$ cat config.mk
export PLATFORM = sky130hd
export DESIGN_NAME = tx_port_arb_flat
export DESIGN_NICKNAME = d
export VERILOG_FILES = /design/src/rtl/tx_port_arb_pkg.sv /design/src/rtl/tx_port_arb_if.sv /design/src/rtl/tx_port_arb.sv /design/src/flat_wrapper.sv
export SDC_FILE = /design/constraint.sdc
export NUM_CORES = 1
export LEC_CHECK = 0
export BUFFER_PORTS_ARGS = -buffer_cell sky130_fd_sc_hd__buf_2
export CAP_MARGIN = 30
export CORE_UTILIZATION = 47
export CTS_BUF_LIST = sky130_fd_sc_hd__clkbuf_4 sky130_fd_sc_hd__clkbuf_8
export DETAILED_ROUTE_END_ITERATION = 16
export PLACE_DENSITY = 0.88
export SLEW_MARGIN = 20
export SYNTH_ARGS = -nofsm -noshare
export SYNTH_HDL_FRONTEND = slang
export SYNTH_SLANG_ARGS = --single-unit
export TNS_END_PERCENT = 10
$ cat constraint.sdc
create_clock -name clk -period 5.07 [get_ports clk]
set_input_delay 0.2535 -clock clk [delete_from_list [all_inputs] [get_ports clk]]
set_output_delay 0.2535 -clock clk [all_outputs]
set_load 0.01 [all_outputs]
$ cat src/rtl/tx_port_arb_pkg.sv
// Shared encodings for the two-source packet-atomic TX arbiter.
package tx_port_arb_pkg;

   typedef enum logic [1:0] {
      ST_IDLE   = 2'd0,
      ST_GRANT0 = 2'd1,
      ST_GRANT1 = 2'd2
   } arb_state_t;

   localparam logic [7:0] CTRL_BASE = 8'd128;

   localparam int CTRL_EN0    = 0;
   localparam int CTRL_EN1    = 1;
   localparam int CTRL_FIXPRI = 2;
   localparam int CTRL_CLR    = 3;

   localparam int FLAG_SOP = 0;
   localparam int FLAG_EOP = 1;

   localparam int STALL_W = 10;

endpackage

$ cat src/rtl/tx_port_arb_if.sv
// Ready/flags stream handshake between the two packet sources, the arbiter and TX control.
interface tx_port_arb_if;

   logic [31:0] s0_dat_i;
   logic [3:0]  s0_flags_i;
   logic        s0_ready_i;
   logic        s0_ready_o;

   logic [31:0] s1_dat_i;
   logic [3:0]  s1_flags_i;
   logic        s1_ready_i;
   logic        s1_ready_o;

   logic [31:0] tx_dat_o;
   logic [3:0]  tx_flags_o;
   logic        tx_ready_o;
   logic        tx_ready_i;

   modport slave (
      input  s0_dat_i, s0_flags_i, s0_ready_i,
      input  s1_dat_i, s1_flags_i, s1_ready_i,
      input  tx_ready_i,
      output s0_ready_o, s1_ready_o,
      output tx_dat_o, tx_flags_o, tx_ready_o
   );

   modport master (
      output s0_dat_i, s0_flags_i, s0_ready_i,
      output s1_dat_i, s1_flags_i, s1_ready_i,
      output tx_ready_i,
      input  s0_ready_o, s1_ready_o,
      input  tx_dat_o, tx_flags_o, tx_ready_o
   );

endinterface

$ cat src/rtl/tx_port_arb.sv
// Packet-atomic round-robin / fixed-priority arbiter sharing the TX buffer-pool read stream.
//
// state     | meaning
// ----------+---------------------------------------------
// ST_IDLE   | no packet in flight, arbitrate between requests
// ST_GRANT0 | src0 owns the stream until its eop transfer
// ST_GRANT1 | src1 owns the stream until its eop transfer
module tx_port_arb
   import tx_port_arb_pkg::*;
#(
   parameter logic [7:0] BASE      = CTRL_BASE,
   parameter int         STALL_MAX = 1023
) (
   input  logic          clk,
   input  logic          rst,
   input  logic          set_stb,
   input  logic [7:0]    set_addr,
   input  logic [31:0]   set_data,
   tx_port_arb_if.slave  bus,
   output logic [1:0]    grant,
   output logic [15:0]   pkt_cnt0,
   output logic [15:0]   pkt_cnt1,
   output logic          stall,
   output logic [31:0]   debug
);

   localparam logic [STALL_W-1:0] STALL_LIM = STALL_W'(STALL_MAX);

   arb_state_t         state, state_nxt;
   logic               en0, en1, fixpri, last_served;
   logic [STALL_W-1:0] stall_cnt, stall_cnt_nxt;
   logic               ctrl_wr, clr, req0, req1;
   logic               src_rdy, src_eop, xfer, eop_xfer;
   logic [27:0]        set_data_unused;

   assign ctrl_wr         = set_stb && (set_addr == BASE);
   assign clr             = ctrl_wr && set_data[CTRL_CLR];
   assign set_data_unused = set_data[31:4];
   assign req0            = bus.s0_ready_i & en0;
   assign req1            = bus.s1_ready_i & en1;
   assign xfer            = src_rdy & bus.tx_ready_i;
   assign eop_xfer        = xfer & src_eop;
   assign debug           = {24'b0, stall_cnt[5:0], state};

   always_ff @(posedge clk or posedge rst) begin
      if (rst) state <= ST_IDLE;
      else     state <= state_nxt;
   end

   always_comb begin
      state_nxt      = state;
      grant          = 2'b00;
      src_rdy        = 1'b0;
      src_eop        = 1'b0;
      bus.tx_dat_o   = '0;
      bus.tx_flags_o = '0;
      bus.tx_ready_o = 1'b0;
      bus.s0_ready_o = 1'b0;
      bus.s1_ready_o = 1'b0;
      case (state)
         ST_IDLE: begin
            // last_served==1 means src1 went last, so src0 takes a tie
            if (req0 && req1)
               state_nxt = (fixpri || last_served) ? ST_GRANT0 : ST_GRANT1;
            else if (req0)
               state_nxt = ST_GRANT0;
            else if (req1)
               state_nxt = ST_GRANT1;
         end
         ST_GRANT0: begin
            grant          = 2'b01;
            src_rdy        = bus.s0_ready_i;
            src_eop        = bus.s0_flags_i[FLAG_EOP];
            bus.tx_dat_o   = bus.s0_dat_i;
            bus.tx_flags_o = bus.s0_flags_i;
            bus.tx_ready_o = bus.s0_ready_i;
            bus.s0_ready_o = bus.tx_ready_i & bus.s0_ready_i;
         end
         ST_GRANT1: begin
            grant          = 2'b10;
            src_rdy        = bus.s1_ready_i;
            src_eop        = bus.s1_flags_i[FLAG_EOP];
            bus.tx_dat_o   = bus.s1_dat_i;
            bus.tx_flags_o = bus.s1_flags_i;
            bus.tx_ready_o = bus.s1_ready_i;
            bus.s1_ready_o = bus.tx_ready_i & bus.s1_ready_i;
         end
         default: state_nxt = ST_IDLE;
      endcase
      if (state != ST_IDLE && bus.tx_ready_i && src_rdy && src_eop)
         state_nxt = ST_IDLE;
   end

   always_comb begin
      stall_cnt_nxt = stall_cnt;
      if (state_nxt == ST_IDLE || xfer)
         stall_cnt_nxt = '0;
      else if (state != ST_IDLE && !src_rdy && stall_cnt != STALL_LIM)
         stall_cnt_nxt = stall_cnt + 1'b1;
   end

   always_ff @(posedge clk or posedge rst) begin
      if (rst) begin
         en0         <= 1'b1;
         en1         <= 1'b1;
         fixpri      <= 1'b0;
         last_served <= 1'b1;
         stall_cnt   <= '0;
         stall       <= 1'b0;
         pkt_cnt0    <= '0;
         pkt_cnt1    <= '0;
      end else begin
         stall_cnt <= stall_cnt_nxt;
         if (ctrl_wr) begin
            en0    <= set_data[CTRL_EN0];
            en1    <= set_data[CTRL_EN1];
            fixpri <= set_data[CTRL_FIXPRI];
         end
         if (eop_xfer)
            last_served <= (state == ST_GRANT1);
         // a clear landing on the same edge as an eop transfer leaves the counter at 0
         if (clr) begin
            pkt_cnt0 <= '0;
            pkt_cnt1 <= '0;
            stall    <= 1'b0;
         end else begin
            if (eop_xfer && state == ST_GRANT0) pkt_cnt0 <= pkt_cnt0 + 16'd1;
            if (eop_xfer && state == ST_GRANT1) pkt_cnt1 <= pkt_cnt1 + 16'd1;
            if (state != ST_IDLE && stall_cnt_nxt == STALL_LIM) stall <= 1'b1;
         end
      end
   end

endmodule

$ cat src/flat_wrapper.sv
// flat-port wrapper written by rule: the top's interface ports become plain ports
module tx_port_arb_flat import tx_port_arb_pkg::*;
#(
   parameter logic [7:0] BASE      = CTRL_BASE,
   parameter int         STALL_MAX = 1023
)
  (clk, rst, set_stb, set_addr, set_data, grant, pkt_cnt0, pkt_cnt1, stall, debug, bus_s0_dat_i, bus_s0_flags_i, bus_s0_ready_i, bus_s1_dat_i, bus_s1_flags_i, bus_s1_ready_i, bus_tx_ready_i, bus_s0_ready_o, bus_s1_ready_o, bus_tx_dat_o, bus_tx_flags_o, bus_tx_ready_o);
  tx_port_arb_if bus_i ();
  input  logic clk;
  input  logic rst;
  input  logic set_stb;
  input  logic [7:0] set_addr;
  input  logic [31:0] set_data;
  output logic [1:0] grant;
  output logic [15:0] pkt_cnt0;
  output logic [15:0] pkt_cnt1;
  output logic stall;
  output logic [31:0] debug;
  input wire logic [$bits(bus_i.s0_dat_i)-1:0] bus_s0_dat_i;
  input wire logic [$bits(bus_i.s0_flags_i)-1:0] bus_s0_flags_i;
  input wire logic [$bits(bus_i.s0_ready_i)-1:0] bus_s0_ready_i;
  input wire logic [$bits(bus_i.s1_dat_i)-1:0] bus_s1_dat_i;
  input wire logic [$bits(bus_i.s1_flags_i)-1:0] bus_s1_flags_i;
  input wire logic [$bits(bus_i.s1_ready_i)-1:0] bus_s1_ready_i;
  input wire logic [$bits(bus_i.tx_ready_i)-1:0] bus_tx_ready_i;
  output wire logic [$bits(bus_i.s0_ready_o)-1:0] bus_s0_ready_o;
  output wire logic [$bits(bus_i.s1_ready_o)-1:0] bus_s1_ready_o;
  output wire logic [$bits(bus_i.tx_dat_o)-1:0] bus_tx_dat_o;
  output wire logic [$bits(bus_i.tx_flags_o)-1:0] bus_tx_flags_o;
  output wire logic [$bits(bus_i.tx_ready_o)-1:0] bus_tx_ready_o;
  assign bus_i.s0_dat_i = bus_s0_dat_i;
  assign bus_i.s0_flags_i = bus_s0_flags_i;
  assign bus_i.s0_ready_i = bus_s0_ready_i;
  assign bus_i.s1_dat_i = bus_s1_dat_i;
  assign bus_i.s1_flags_i = bus_s1_flags_i;
  assign bus_i.s1_ready_i = bus_s1_ready_i;
  assign bus_i.tx_ready_i = bus_tx_ready_i;
  assign bus_s0_ready_o = bus_i.s0_ready_o;
  assign bus_s1_ready_o = bus_i.s1_ready_o;
  assign bus_tx_dat_o = bus_i.tx_dat_o;
  assign bus_tx_flags_o = bus_i.tx_flags_o;
  assign bus_tx_ready_o = bus_i.tx_ready_o;
  tx_port_arb #(.BASE(BASE), .STALL_MAX(STALL_MAX)) u_core (.clk(clk), .rst(rst), .set_stb(set_stb), .set_addr(set_addr), .set_data(set_data), .bus(bus_i), .grant(grant), .pkt_cnt0(pkt_cnt0), .pkt_cnt1(pkt_cnt1), .stall(stall), .debug(debug));
endmodule
==> metrics.txt <==
status finished clean; Gate Count Post-Synth 402; vias per cell roughly 5.4; cell leakage power approximately 2.2 nW; Hold WS 187 ps; core area 0.00694 mm²; Yosys top cell by area dfrtp_1; Skew-Pair Late Insertion Delay about 300 ps; I/O Buffers approximately 170; most common cell after layout, fill and taps aside buf_2; met1 Use GR approximately 31%; cell total after placement between 600 and 700; Tcrit/Tclk final around 63%; Layout Cells excl Fill between 600 and 700; vias in the first global route around 3300; Diodes inserted 0; setup violators final 0; Initial DRC Count around 160; global route overflow 0; Critical R2R Launch u_core.state[0]; hold depth 2; Area growth, synth to finish 26.3%; initial antenna violation count 0; die span in y 87.5 µm; library cells used by synthesis 45; R2R cell count 9; Worst Max-Slew Pin Slew 851 ps; Main synth FF type dfrtp_1; Worst Path Arrival roughly 3400 ps; Max Cap Viol 0; Rows 30; drt wl/cell 15.6 µm; area of the mapped netlist approximately 0.0034 mm²; Pre-antenna DRT Iters 4; Slew headroom 42.7%; Syn. warnings 0; Die W 87.5 µm; layout cells sized above 1 a little over a third; worst endpoint required time approximately 5300 ps; Seq cells post-synth 49; Avg Cell Area, Syn around 8.5 µm²; crit start category register; RSZ-0062 raised after global routing false; Final min period about 3200 ps; hold path start set_data[1]; GR peak layer met2; CP max FO 39; postcts setup bufs 0; clock buffer depth 2; maximum clock rate 0.311 GHz; EDFF count, synth 0; critical path type register to register; antenna-violating nets left 0; CTS Buf Count 5; RR Endpoint u_core.stall; hpwl dp a little under 8000 µm; fin util 62.5%; commonest cells after routing, fill and taps aside buf_2 (171), nor2_1 (47), dfrtp_1 (46); CTS root buf clkbuf_8; met3 usage 6.45%; CTS tree built; first-pass GRT wire length about 16000 µm; # fillers ~620; Setup TNS Final 0 ps; clock-pin slew on the worst setup and hold paths 90 ps; number of remaining DRC errors 0; Async S/R FF share, synth between 90% and 100%; Hold Path End u_core.en1; Slew Viols, Final 0; largest net degree at the start of global routing 42; post-synth top area share around a third; IO Count roughly 220; GR Util met2 between 40 and 50%; Fin Clk Skew roughly 6.1 ps; PwrDens 348 mW/mm²; placer congestion estimate ~0.89; die area ~0.0077 mm²; initial core utilization between 40 and 50%; total routed wirelength a little over 10000 µm; Final nets 684; vias between 3000 and 4000; R2R setup slack 1850 ps; Tot GR Track Use around 27%; Fin. Hold Viols 0; sequential element share of the synthesized area between 30% and 40%; clk sink count ~50; Worst Setup End Kind register; Hold Crit Class input port to register; Synth area leaders dfrtp_1 (34%), a22oi_1 (7.7%), buf_4 (6.8%), nor2b_1 (6.6%), nor2_1 (5.1%); Max VDD drop about 0.18 mV; H-Tree Depth 2
timing repair:
action                    in CTS  in global routing
hold buffers                   1                  0
hold endpoints to repair      17                  0
gates resized for setup        0                  0
area by class of cell:
type,instances,area (µm²),share of cell area (%)
clock inverters,1,7.51,0.173
well taps,96,120,2.77
multi-input cells,318,1960,45.1
flip-flops and latches,49,1230,28.3
repair buffers,177,916,21.1
clock buffers,7,83.8,1.93
inverters,7,26.3,0.606
power by group:
group          switching, W  leakage [nW]  internal (W)  total, W
Sequential        0.0000401         0.664      0.000421  0.000461
Clock              0.000132        0.0453      0.000109  0.000240
Combinational      0.000478          1.54      0.000333  0.000810
logic make-up (layout without fill, tap and decap cells):
| logic type | count (synthesis) | count (layout) | synth area share [%] |
|---|---|---|---|
| fa+ha+maj | 8 | 8 | 2.91 |
| mux | 9 | 9 | 2.73 |
| compound gates | 69 | 69 | 14.0 |
| simple gates | 176 | 176 | 26.6 |
| xor+xnor | 32 | 32 | 8.16 |
| other cells | 1 | 24 | 0.109 |
| buf+inv | 58 | 192 | 9.76 |
| flops | 49 | 49 | 35.8 |
registers in the layout (all words and copies together), names as in the netlist:
register,flops
u_core.pkt_cnt0,16
u_core.pkt_cnt1,16
u_core.stall_cnt,10
u_core.state,2
u_core.en0,1
u_core.en1,1
u_core.fixpri,1
u_core.last_served,1
u_core.stall,1
synthesized netlist by cell type, types with 2 or more instances:
cell / n
nand2_1: 31
nor2_1: 47
nand4_1: 15
nor3_1: 9
dfstp_2: 3
and4_1: 4
and2_1: 4
buf_4: 31
mux2_2: 3
o21ai_0: 10
o31ai_1: 2
and3_1: 6
nand3_1: 11
xor2_1: 20
ha_1: 8
clkbuf_1: 16
a211oi_1: 3
a21oi_1: 8
inv_1: 7
buf_1: 3
nor2b_1: 36
a22oi_1: 35
dfrtp_1: 46
o211ai_1: 2
nor4_1: 4
mux2i_1: 6
xnor2_1: 12
or3_1: 3
routing by layer:
metal / wire length (µm) / part of all wire (%)
met1: 4150 / 41
met2: 5200 / 51
met3: 769 / 7.5
met4: 116 / 1.1
met5: 0 / 0
critical path, stage by stage, from the launching register on:
cell and delay, ps:
dfrtp_1 500, inv_1 150, ha_1 220, buf_4 240, a22o_1 360, a21oi_1 430
nand4_1 240, mux2i_1 180, or4_1 500, o32ai_1 300
per-stage QoR:
step           setup WS [ps]  instance area, µm²  power, W
6_report                1850                4340   0.00151
5_1_grt                 1590                4340   0.00162
4_1_cts                 1830                4340   0.00152
3_5_place_dp            1860                4240   0.00128
3_3_place_gp            2000                4220   0.00126
2_1_floorplan           2470                3520   0.00103
how the worst max path moves through the flow:
stage,startpoint,to,slack (ps),cells past startpoint
3_5_place_dp,u_core.state[0],u_core.pkt_cnt1[8],1860,9
4_1_cts,u_core.state[1],u_core.pkt_cnt1[8],1830,9
6_report,u_core.state[0],u_core.stall,1850,9
2_1_floorplan,u_core.state[0],u_core.stall,2470,8
3_3_place_gp,u_core.state[0],u_core.stall,2000,8
5_1_grt,u_core.state[1],u_core.pkt_cnt1[8],1590,9
Power figures use the tool's default switching activity.
